===== src/rtl/pwm_duty_sequencer_if.sv =====
// Bus between the control/register logic and the PWM duty sequencer.
//   ena      : run enable (shared with the PWM generator)
//   load     : one-cycle strobe that latches target
//   target   : requested duty step (saturated to MAX_STEP inside the sequencer)
//   gap      : idle cycles between consecutive step pulses (0 acts as 1)
//   xu / xd  : one-cycle increment / decrement pulses to the generator
//   busy     : mirror differs from target, or a sequence is in progress
//   cur_step : mirror of the generator's duty step
//   done     : one-cycle pulse when the mirror reaches the target
interface pwm_duty_sequencer_if #(
  parameter int unsigned GAP_W = 8
);
  logic             ena;
  logic             load;
  logic [3:0]       target;
  logic [GAP_W-1:0] gap;
  logic             xu;
  logic             xd;
  logic             busy;
  logic [3:0]       cur_step;
  logic             done;

  modport master (
    output ena, load, target, gap,
    input  xu, xd, busy, cur_step, done
  );

  modport slave (
    input  ena, load, target, gap,
    output xu, xd, busy, cur_step, done
  );
endinterface


===== src/rtl/pwm_duty_sequencer.sv =====
// PWM duty-step sequencer: walks the generator's duty step toward a latched
// target by issuing single-cycle xu/xd pulses spaced 1+max(gap,1) cycles
// apart, keeping a mirror of the generator's step count.
//
// Ports:
//   clk : system clock, rising edge
//   rst : synchronous active-high reset
//   bus : pwm_duty_sequencer_if.slave (ena, load, target, gap in;
//         xu, xd, busy, cur_step, done out)
//
// Optional build macro PWM_SEQ_HOMING_EN: after reset, drive MAX_STEP xd
// pulses to force the generator to step 0, then zero the mirror and target.
module pwm_duty_sequencer #(
  parameter int unsigned MAX_STEP   = 10,
  parameter int unsigned RESET_STEP = 5,
  parameter int unsigned GAP_W      = 8
) (
  input logic                 clk,
  input logic                 rst,
  pwm_duty_sequencer_if.slave bus
);

`ifdef PWM_SEQ_HOMING_EN
  typedef enum logic [2:0] {S_IDLE, S_ISSUE_UP, S_ISSUE_DN, S_WAIT, S_HOME} state_t;
`else
  typedef enum logic [1:0] {S_IDLE, S_ISSUE_UP, S_ISSUE_DN, S_WAIT} state_t;
`endif

  localparam logic [3:0] MAX_S = 4'(MAX_STEP);
  localparam logic [3:0] RST_S = 4'(RESET_STEP);

  state_t           state;
  logic [3:0]       tgt;
  logic [3:0]       cur;
  logic [GAP_W-1:0] cnt;
  logic             xu_q;
  logic             xd_q;
  logic             done_q;

  logic [3:0]       tgt_in;
  logic [GAP_W-1:0] gap_eff;
  logic             load_ok;
  state_t           eval_next;
  logic             eval_xu;
  logic             eval_xd;
  logic             eval_done;
  logic             eval_home_exit;

`ifdef PWM_SEQ_HOMING_EN
  logic       homing;
  logic [3:0] home_left;
  assign load_ok = bus.load & ~homing;
`else
  assign load_ok = bus.load;
`endif

  // Shared decision used by IDLE and at the end of each WAIT (and by HOME),
  // so a step-to-step reversal costs no extra cycle beyond the gap.
  always_comb begin
    tgt_in         = (bus.target > MAX_S) ? MAX_S : bus.target;
    gap_eff        = (bus.gap == '0) ? GAP_W'(1) : bus.gap;
    eval_next      = S_IDLE;
    eval_xu        = 1'b0;
    eval_xd        = 1'b0;
    eval_done      = 1'b0;
    eval_home_exit = 1'b0;
`ifdef PWM_SEQ_HOMING_EN
    if (homing) begin
      if (home_left != '0) begin
        eval_next = S_ISSUE_DN;
        eval_xd   = 1'b1;
      end else begin
        eval_home_exit = 1'b1;
      end
    end else
`endif
    if (tgt > cur) begin
      eval_next = S_ISSUE_UP;
      eval_xu   = 1'b1;
    end else if (tgt < cur) begin
      eval_next = S_ISSUE_DN;
      eval_xd   = 1'b1;
    end else begin
      eval_done = 1'b1;
    end
  end

  always_ff @(posedge clk) begin
    if (rst) begin
      state  <= S_IDLE;
      tgt    <= RST_S;
      cur    <= RST_S;
      cnt    <= '0;
      xu_q   <= 1'b0;
      xd_q   <= 1'b0;
      done_q <= 1'b0;
`ifdef PWM_SEQ_HOMING_EN
      homing    <= 1'b1;
      home_left <= MAX_S;
`endif
    end else if (bus.ena) begin
      xu_q   <= 1'b0;
      xd_q   <= 1'b0;
      done_q <= 1'b0;
      if (load_ok) tgt <= tgt_in;
      case (state)
        S_IDLE: begin
`ifdef PWM_SEQ_HOMING_EN
          if (homing) begin
            state <= S_HOME;
          end else
`endif
          begin
            state <= eval_next;
            xu_q  <= eval_xu;
            xd_q  <= eval_xd;
          end
        end
        S_ISSUE_UP: begin
          cur   <= cur + 4'd1;
          cnt   <= gap_eff;
          state <= S_WAIT;
        end
        S_ISSUE_DN: begin
`ifdef PWM_SEQ_HOMING_EN
          if (homing) home_left <= home_left - 4'd1;
          else        cur       <= cur - 4'd1;
`else
          cur <= cur - 4'd1;
`endif
          cnt   <= gap_eff;
          state <= S_WAIT;
        end
        S_WAIT: begin
          if (cnt > GAP_W'(1)) begin
            cnt <= cnt - GAP_W'(1);
          end else begin
            cnt    <= '0;
            state  <= eval_next;
            xu_q   <= eval_xu;
            xd_q   <= eval_xd;
            done_q <= eval_done;
          end
        end
`ifdef PWM_SEQ_HOMING_EN
        S_HOME: begin
          state <= eval_next;
          xd_q  <= eval_xd;
        end
`endif
        default: state <= S_IDLE;
      endcase
`ifdef PWM_SEQ_HOMING_EN
      if ((state == S_HOME || state == S_WAIT) && eval_home_exit) begin
        cur    <= '0;
        tgt    <= '0;
        homing <= 1'b0;
      end
`else
      if (eval_home_exit) cur <= cur;
`endif
    end
  end

  // Pulse registers are held through ena=0 and masked at the output: the
  // generator shares ena, so an xu/xd held back here stays in step with it.
  assign bus.xu       = xu_q & bus.ena;
  assign bus.xd       = xd_q & bus.ena;
  assign bus.done     = done_q & bus.ena;
  assign bus.busy     = (state != S_IDLE) || (tgt != cur);
  assign bus.cur_step = cur;

endmodule


===== src/flat_wrapper.sv =====
// flat-port wrapper written by rule: the top's interface ports become plain ports
module pwm_duty_sequencer_flat 
#(
  parameter int unsigned MAX_STEP   = 10,
  parameter int unsigned RESET_STEP = 5,
  parameter int unsigned GAP_W      = 8
)
  (clk, rst, bus_ena, bus_load, bus_target, bus_gap, bus_xu, bus_xd, bus_busy, bus_cur_step, bus_done);
  pwm_duty_sequencer_if #(.GAP_W(GAP_W)) bus_i ();
  input logic clk;
  input logic rst;
  input wire logic [$bits(bus_i.ena)-1:0] bus_ena;
  input wire logic [$bits(bus_i.load)-1:0] bus_load;
  input wire logic [$bits(bus_i.target)-1:0] bus_target;
  input wire logic [$bits(bus_i.gap)-1:0] bus_gap;
  output wire logic [$bits(bus_i.xu)-1:0] bus_xu;
  output wire logic [$bits(bus_i.xd)-1:0] bus_xd;
  output wire logic [$bits(bus_i.busy)-1:0] bus_busy;
  output wire logic [$bits(bus_i.cur_step)-1:0] bus_cur_step;
  output wire logic [$bits(bus_i.done)-1:0] bus_done;
  assign bus_i.ena = bus_ena;
  assign bus_i.load = bus_load;
  assign bus_i.target = bus_target;
  assign bus_i.gap = bus_gap;
  assign bus_xu = bus_i.xu;
  assign bus_xd = bus_i.xd;
  assign bus_busy = bus_i.busy;
  assign bus_cur_step = bus_i.cur_step;
  assign bus_done = bus_i.done;
  pwm_duty_sequencer #(.MAX_STEP(MAX_STEP), .RESET_STEP(RESET_STEP), .GAP_W(GAP_W)) u_core (.clk(clk), .rst(rst), .bus(bus_i));
endmodule

===== config.mk =====
export PLATFORM = sky130hd
export DESIGN_NAME = pwm_duty_sequencer_flat
export DESIGN_NICKNAME = d
export VERILOG_FILES = /design/src/rtl/pwm_duty_sequencer_if.sv /design/src/rtl/pwm_duty_sequencer.sv /design/src/flat_wrapper.sv
export SDC_FILE = /design/constraint.sdc
export NUM_CORES = 1
export LEC_CHECK = 0
export BUFFER_PORTS_ARGS = -buffer_cell sky130_fd_sc_hd__buf_2
export CAP_MARGIN = 20
export CORE_AREA = 2 2 54 56
export CTS_CLUSTER_SIZE = 12
export DETAILED_ROUTE_END_ITERATION = 8
export DIE_AREA = 0 0 56 58
export HOLD_SLACK_MARGIN = 0.02
export PLACE_DENSITY_LB_ADDON = 0.15
export SYNTH_ARGS = -nofsm -noshare
export SYNTH_HDL_FRONTEND = slang
export SYNTH_SLANG_ARGS = --single-unit

===== constraint.sdc =====
create_clock -name clk -period 2.3 [get_ports clk]
set_input_delay 0.46 -clock clk [delete_from_list [all_inputs] [get_ports clk]]
set_output_delay 0.46 -clock clk [all_outputs]
set_load 0.01 [all_outputs]

==> results.json, run 1 <==
{
  "crit_fanout": 9,
  "synth_warnings": 0,
  "synthFlopType": "dfxtp_1",
  "fmax_ghz": 0.4850,
  "fin_skew_ps": 12.91,
  "synth_top_area_cell": "dfxtp_1",
  "core_sq_mm": 0.002663,
  "power_density_mw_per_mm2": 720.5,
  "yosysSeqAreaShare": 0.3043,
  "synth_edf_count": 0,
  "syn_area_per_cell_sq_um": 8.423,
  "stdcell_count": 218,
  "rows": 19,
  "dp_hpwl_microns": 2226,
  "ys_top_cells_by_count": "dfxtp_1 (21), a21oi_1 (16), inv_1 (13)",
  "fin_crit_sh": 0.8964,
  "crit_chain": "inv_1 -> ha_1 -> nor2_1 -> o41ai_4 -> or4_2 -> a31oi_1",
  "placed_cells_incl_taps": 214,
  "cts_buffer_depth": 2,
  "drv_slew": 0,
  "die_w_microns": 56,
  "boundaryPins": 24,
  "peakVddDrop_mv": 0.5324,
  "final_hold_viol_count": 0,
  "hold_class": "input port to flip-flop",
  "clk_latency_ps": 310,
  "cp.buffers_inverters": 1,
  "fp.dieArea_sq_mm": 0.003248,
  "design_area_sq_mm": 0.001555,
  "worst_slew_pin_slew_ps": 523.3,
  "synth_nets": 193,
  "yosysUniqueCellTypes": 43,
  "synth_cells": 164,
  "ys_seq_elements": 21,
  "dpl_cell_area_sq_mm": 0.001528,
  "worstSetupEndpointType": "flip-flop",
  "crit_family": "simple AND/OR/NAND/NOR gates",
  "cts_sinks": 21,
  "tritoncts": "built",
  "crit_required_ps": 2550,
  "drive_above_1_share": 0.2139,
  "max_stage_delay_ps": 670,
  "ys_async_sr_fraction": 0,
  "layout_min_cycle_time_ps": 2062,
  "ant_nets": 0,
  "netlist_area_sq_mm": 0.001381,
  "nFillCells": 251,
  "drt_pass1_iterations": 4,
  "setup-tns-final_ps": 0,
  "clkTransAtPathRegs_ps": 140,
  "cts_setup_buffers": 0,
  "syn2layout_area_growth_pct": 12.59,
  "cts-root-buf": "clkbuf_4",
  "critPathSlowestCell": "or4_2",
  "routed_wirelength_microns": 2941,
  "slew_headroom": 0.6500,
  "gp_congestion": 0.7816,
  "viasPerCell": 5.757,
  "arrival_ps": 2310,
  "wire_per_inst_microns": 13.49,
  "antenna_found_initial": 0,
  "nets": 217,
  "yosys-top-cells-area": "dfxtp_1 (30%), ha_1 (11%), a21oi_1 (5.8%)",
  "timing.max_cap.violations": 0,
  "drt_iter0_drc": 44,
  "die-height_microns": 58,
  "drc": 0,
  "first_global_vias": 1265,
  "cts_resized": 0,
  "power.leakage_nw": 0.6842,
  "grt_setup_unrepaired": "false",
  "synth_top_area_frac": 0.3043,
  "multi_input_area_sq_um": 889.6,
  "num_vias": 1255,
  "yosysMostFrequentCell": "dfxtp_1",
  "final-seq-area_sq_um": 420.4,
  "cts-buffers-inserted": 3,
  "grt_max_degree": 22,
  "grt_usage": 0.2014,
  "start_kind": "flip-flop",
  "status": "finished, final reports clean",
  "h-tree-depth": 1,
  "grt.overflow.total": 0,
  "port_buffers": 23,
  "ctsHoldBuffers": 0,
  "num_antenna_cells": 0,
  "grt_pass1_wl_microns": 5299,
  "start_util": 0.5188,
  "setup_viol": 0,
  "path_class": "flip-flop to flip-flop"
}
## power breakdown
part           leakage [nW]  internal [mW]  switching (mW)
registers             0.172          0.411          0.0465
logic                 0.494          0.206           0.270
clock network        0.0177         0.0648           0.122
total                 0.684          0.682           0.438
## metal layers
metal,GRT usage,up-vias,part of all wire
li1,-,646,-
met1,0.2448,578,0.47
met2,0.3664,29,0.48
met4,0.07143,0,0.0058
met5,0,-,0
met3,0.02679,2,0.043
## registers in the layout (all words and copies together), names as in the netlist
register,flops
u_core.bus.cur_step,4
u_core.xd_q,1
u_core.state,2
u_core.xu_q,1
u_core.done_q,1
u_core.tgt,4
u_core.cnt,8
## path summary, 6_finish.rpt
| check | start | end | slack [ps] | depth (start not counted) |
|---|---|---|---|---|
| worst max-delay path | u_core.cnt[0] | u_core.cnt[4] | 240 | 6 |
| worst min-delay path | bus_load | u_core.tgt[3] | 420 | 3 |
| worst max register to register | u_core.cnt[0] | u_core.cnt[4] | 240 | 6 |
| worst min register to register | u_core.tgt[3] | u_core.tgt[3] | 470 | 2 |
## per-stage QoR
| step | setup WS [ps] | power (mW) | util | hold WS [ps] |
|---|---|---|---|---|
| final | 238.3 | 1.121 | 0.5841 | 423.0 |
| after global routing | 111.8 | 1.212 | 0.5841 | 423.6 |
| after CTS | 245.3 | 1.126 | 0.5841 | 416.1 |
| after detailed placement | 266.0 | 0.9369 | 0.5738 | 457.8 |
| after global placement | 391.2 | 0.9215 | 0.5738 | 452.6 |
| after floorplan | 453.1 | 0.8088 | - | 434.3 |
## area by class of cell
cell class / instances / share of cell area
well taps: 31 / 0.02494
flip-flops and latches: 21 / 0.2703
multi-input cells: 124 / 0.5720
repair buffers: 25 / 0.08367
inverters: 13 / 0.03138
clock inverters: 1 / 0.003218
clock buffers: 3 / 0.01448
## kinds of logic after synthesis
family,share of synthesized area
AOI/OAI and AO/OA,0.2555
xor gates and xnor gates,0.01268
DFF,0.3043
and+or+nand+nor,0.2527
buffers and inverters,0.05163
adders and majority gates,0.1232
## worst min-delay path, delay by kind of cell
| kind | cells | cell delay [ps] |
|---|---|---|
| buf+inv | 1 | 100 |
| compound gates | 1 | 60 |
| simple gates | 1 | 80 |
## layout by cell type (no fill, tap or decap), types with 2 or more instances in the layout
cell       n
a21o_1     2
nor3b_1    5
clkbuf_4   3
a211oi_1   2
a22o_1     2
a211o_1    3
nand2_1    6
or4_2      2
ha_1      12
inv_1     13
and2_1     4
nor2b_1    5
a31oi_1    5
nor2_1    11
nor3_1     2
o21ai_0    6
nor4_1     2
nand2b_1   3
buf_2     23
nand4_1    2
a21oi_1   16
dfxtp_1   21
o221a_2    2
nand3b_1   2
or4_1      2
buf_4      2
a311oi_1   2
nand3_1    6
or2_2      3
and3_1     2
Power figures use the tool's default switching activity.
==> run 2: changes to the inputs <==
--- a/config.mk
+++ b/config.mk
@@ -5,12 +5,13 @@
 export SDC_FILE = /design/constraint.sdc
 export NUM_CORES = 1
 export LEC_CHECK = 0
+export ABC_AREA = 1
 export BUFFER_PORTS_ARGS = -buffer_cell sky130_fd_sc_hd__buf_2
 export CAP_MARGIN = 20
-export CORE_AREA = 2 2 54 56
+export CORE_AREA = 2 2 53 55
 export CTS_CLUSTER_SIZE = 12
 export DETAILED_ROUTE_END_ITERATION = 8
-export DIE_AREA = 0 0 56 58
+export DIE_AREA = 0 0 55 57
 export HOLD_SLACK_MARGIN = 0.02
 export PLACE_DENSITY_LB_ADDON = 0.15
 export SYNTH_ARGS = -nofsm -noshare
==> results.json, run 2 <==
{
  "yosysUniqueCellTypes": 22,
  "routed_wirelength_microns": 3057,
  "dpl_cell_area_sq_mm": 0.001495,
  "largest_reg_flops": 8,
  "final-seq-area_sq_um": 420.4,
  "core_sq_mm": 0.002615,
  "ctsHoldBuffers": 0,
  "start_util": 0.5187,
  "status": "finished, final reports clean",
  "yosysSeqAreaShare": 0.3100,
  "fin_ws_ps": 235.4,
  "cts-root-buf": "clkbuf_4",
  "synth_cells": 203,
  "start_kind": "flip-flop",
  "cts_resized": 0,
  "first_global_vias": 1275,
  "num_antenna_cells": 0,
  "wire_per_inst_microns": 11.85,
  "holdPathStages": 3,
  "stdcell_count": 258,
  "antenna_found_initial": 0,
  "slew_headroom": 0.7316,
  "cts_sinks": 21,
  "die_w_microns": 55,
  "final_common_cell": "nand2_1",
  "drc": 0,
  "synth_top_area_cell": "dfxtp_1",
  "fmax_ghz": 0.4844,
  "ys_async_sr_fraction": 0,
  "timing.max_cap.violations": 0,
  "synth_nets": 232,
  "yosysMostFrequentCell": "nand2_1",
  "boundaryPins": 24,
  "worstSetupEndpointType": "output pin",
  "fin_crit_sh": 0.8976,
  "dp_hpwl_microns": 2391,
  "nFillCells": 266,
  "grt.overflow.total": 0,
  "syn_area_per_cell_sq_um": 6.681,
  "rr_worst_depth": 8,
  "gp_congestion": 0.7183,
  "synth_warnings": 0,
  "rr_endpoint": "u_core.bus.cur_step[3]",
  "clkTransAtPathRegs_ps": 120,
  "fin_skew_ps": 1.383,
  "viasPerCell": 5.209,
  "port_buffers": 23,
  "worst_slew_pin_slew_ps": 402.2,
  "tritoncts": "built",
  "cts_setup_buffers": 0,
  "final_hold_viol_count": 0,
  "path_class": "flip-flop to output pin",
  "cts_buffer_depth": 2,
  "grt_usage": 0.2173,
  "clk_latency_ps": 320,
  "crit_required_ps": 1840,
  "ys_top_cells_by_count": "nand2_1 (38), inv_1 (29), a21oi_1 (28)",
  "arrival_ps": 1600,
  "synth_top_area_frac": 0.3100,
  "grt_max_degree": 15,
  "ys_seq_elements": 21,
  "drive_above_1_share": 0.1630,
  "final_cell_mix": "nand2_1 (38), inv_1 (29), a21oi_1 (28)",
  "ant_nets": 0,
  "synthFlopType": "dfxtp_1",
  "h-tree-depth": 1,
  "holdPathEnd": "u_core.tgt[2]",
  "fp.dieArea_sq_mm": 0.003135,
  "layout_min_cycle_time_ps": 2065,
  "setup_viol": 0,
  "drv_slew": 0,
  "setup-tns-final_ps": 0,
  "hold-worst-slack_ps": 388.7,
  "regMostFlops": "u_core.cnt",
  "r2r_setup_slack_ps": 610,
  "grt_setup_unrepaired": "false",
  "power.leakage_nw": 0.7859,
  "yosys-top-cells-area": "dfxtp_1 (31%), ha_1 (11%), nand2_1 (11%)",
  "drt_pass1_iterations": 4,
  "netlist_area_sq_mm": 0.001356,
  "nets": 257,
  "drt_iter0_drc": 25,
  "placed_cells_incl_taps": 254,
  "die-height_microns": 57,
  "dp_slack_ps": 635.8,
  "power_density_mw_per_mm2": 739.3,
  "rows": 19,
  "crit_fanout": 4,
  "p_total_mw": 1.125,
  "rr_startpoint": "u_core.state[0]",
  "multi_input_area_sq_um": 785.8,
  "syn2layout_area_growth_pct": 12.18,
  "final_util": 0.5818,
  "num_vias": 1344,
  "peakVddDrop_mv": 0.4913,
  "hold_class": "input port to flip-flop",
  "min_from": "bus_target[2]",
  "synth_edf_count": 0,
  "grt_pass1_wl_microns": 4988,
  "cts-buffers-inserted": 3,
  "design_area_sq_mm": 0.001521
}
==> run 2: cell types whose count changed after synthesis, sizes merged, moves of 4 or more <==
cell / change
nor2: +10
nand3: +8
and2: -4
clkbuf: -6
inv: +23
a21oi: +12
o21ai: +11
a31oi: -4
nor3b: -5
nand2: +34
nor2b: -5
or4: -4
==> run 2: worst max-delay path by stage <==
stage | from | endpoint | slack, ps | cells after the start
2_1_floorplan | u_core.bus.cur_step[3] | bus_busy | 780 | 5
3_3_place_gp | u_core.bus.cur_step[3] | bus_busy | 680 | 6
3_5_place_dp | u_core.state[0] | u_core.bus.cur_step[3] | 640 | 8
4_1_cts | u_core.bus.cur_step[3] | bus_busy | 270 | 6
5_1_grt | u_core.bus.cur_step[1] | bus_busy | 160 | 6
6_report | u_core.bus.cur_step[3] | bus_busy | 240 | 6
==> run 2: layer usage <==
metal / routed length, microns / GRT usage / vias to the layer above
met2: 1620 / 0.4218 / 29
met3: 117 / 0.02356 / 5
met1: 1272 / 0.2189 / 608
li1: - / - / 702
met4: 46 / 0.09408 / 0
met5: 0 / 0 / -
==> run 2: cells by family after synthesis <==
| kind of cell | synth area share |
|---|---|
| AND/OR/NAND/NOR | 0.2463 |
| buffers and inverters | 0.1107 |
| flip-flops | 0.3100 |
| adder cells (fa/ha/maj) | 0.1255 |
| AO/OA/AOI/OAI | 0.1817 |
| XOR/XNOR | 0.02583 |
==> run 2: layout make-up <==
cell class | count | area share
clock buffers | 4 | 0.01727
inverters | 36 | 0.08882
multi-input cells | 143 | 0.5164
flip-flops and latches | 21 | 0.2763
well taps | 31 | 0.02549
repair buffers | 23 | 0.07566
==> run 2: report_power, final <==
group | internal, mW | leakage (nW) | total [mW] | switching, mW
Combinational | 0.183 | 0.598 | 0.479 | 0.296
Sequential | 0.414 | 0.173 | 0.457 | 0.0427
Clock | 0.0679 | 0.0150 | 0.189 | 0.122
Total | 0.665 | 0.786 | 1.12 | 0.460
==> run 2: critical path: stages (launching register included) <==
cell and delay (ps):
dfxtp_1 410, inv_1 60, ha_1 310, nand2_1 70, nor2_1 200, nand2_1 90
buf_2 150
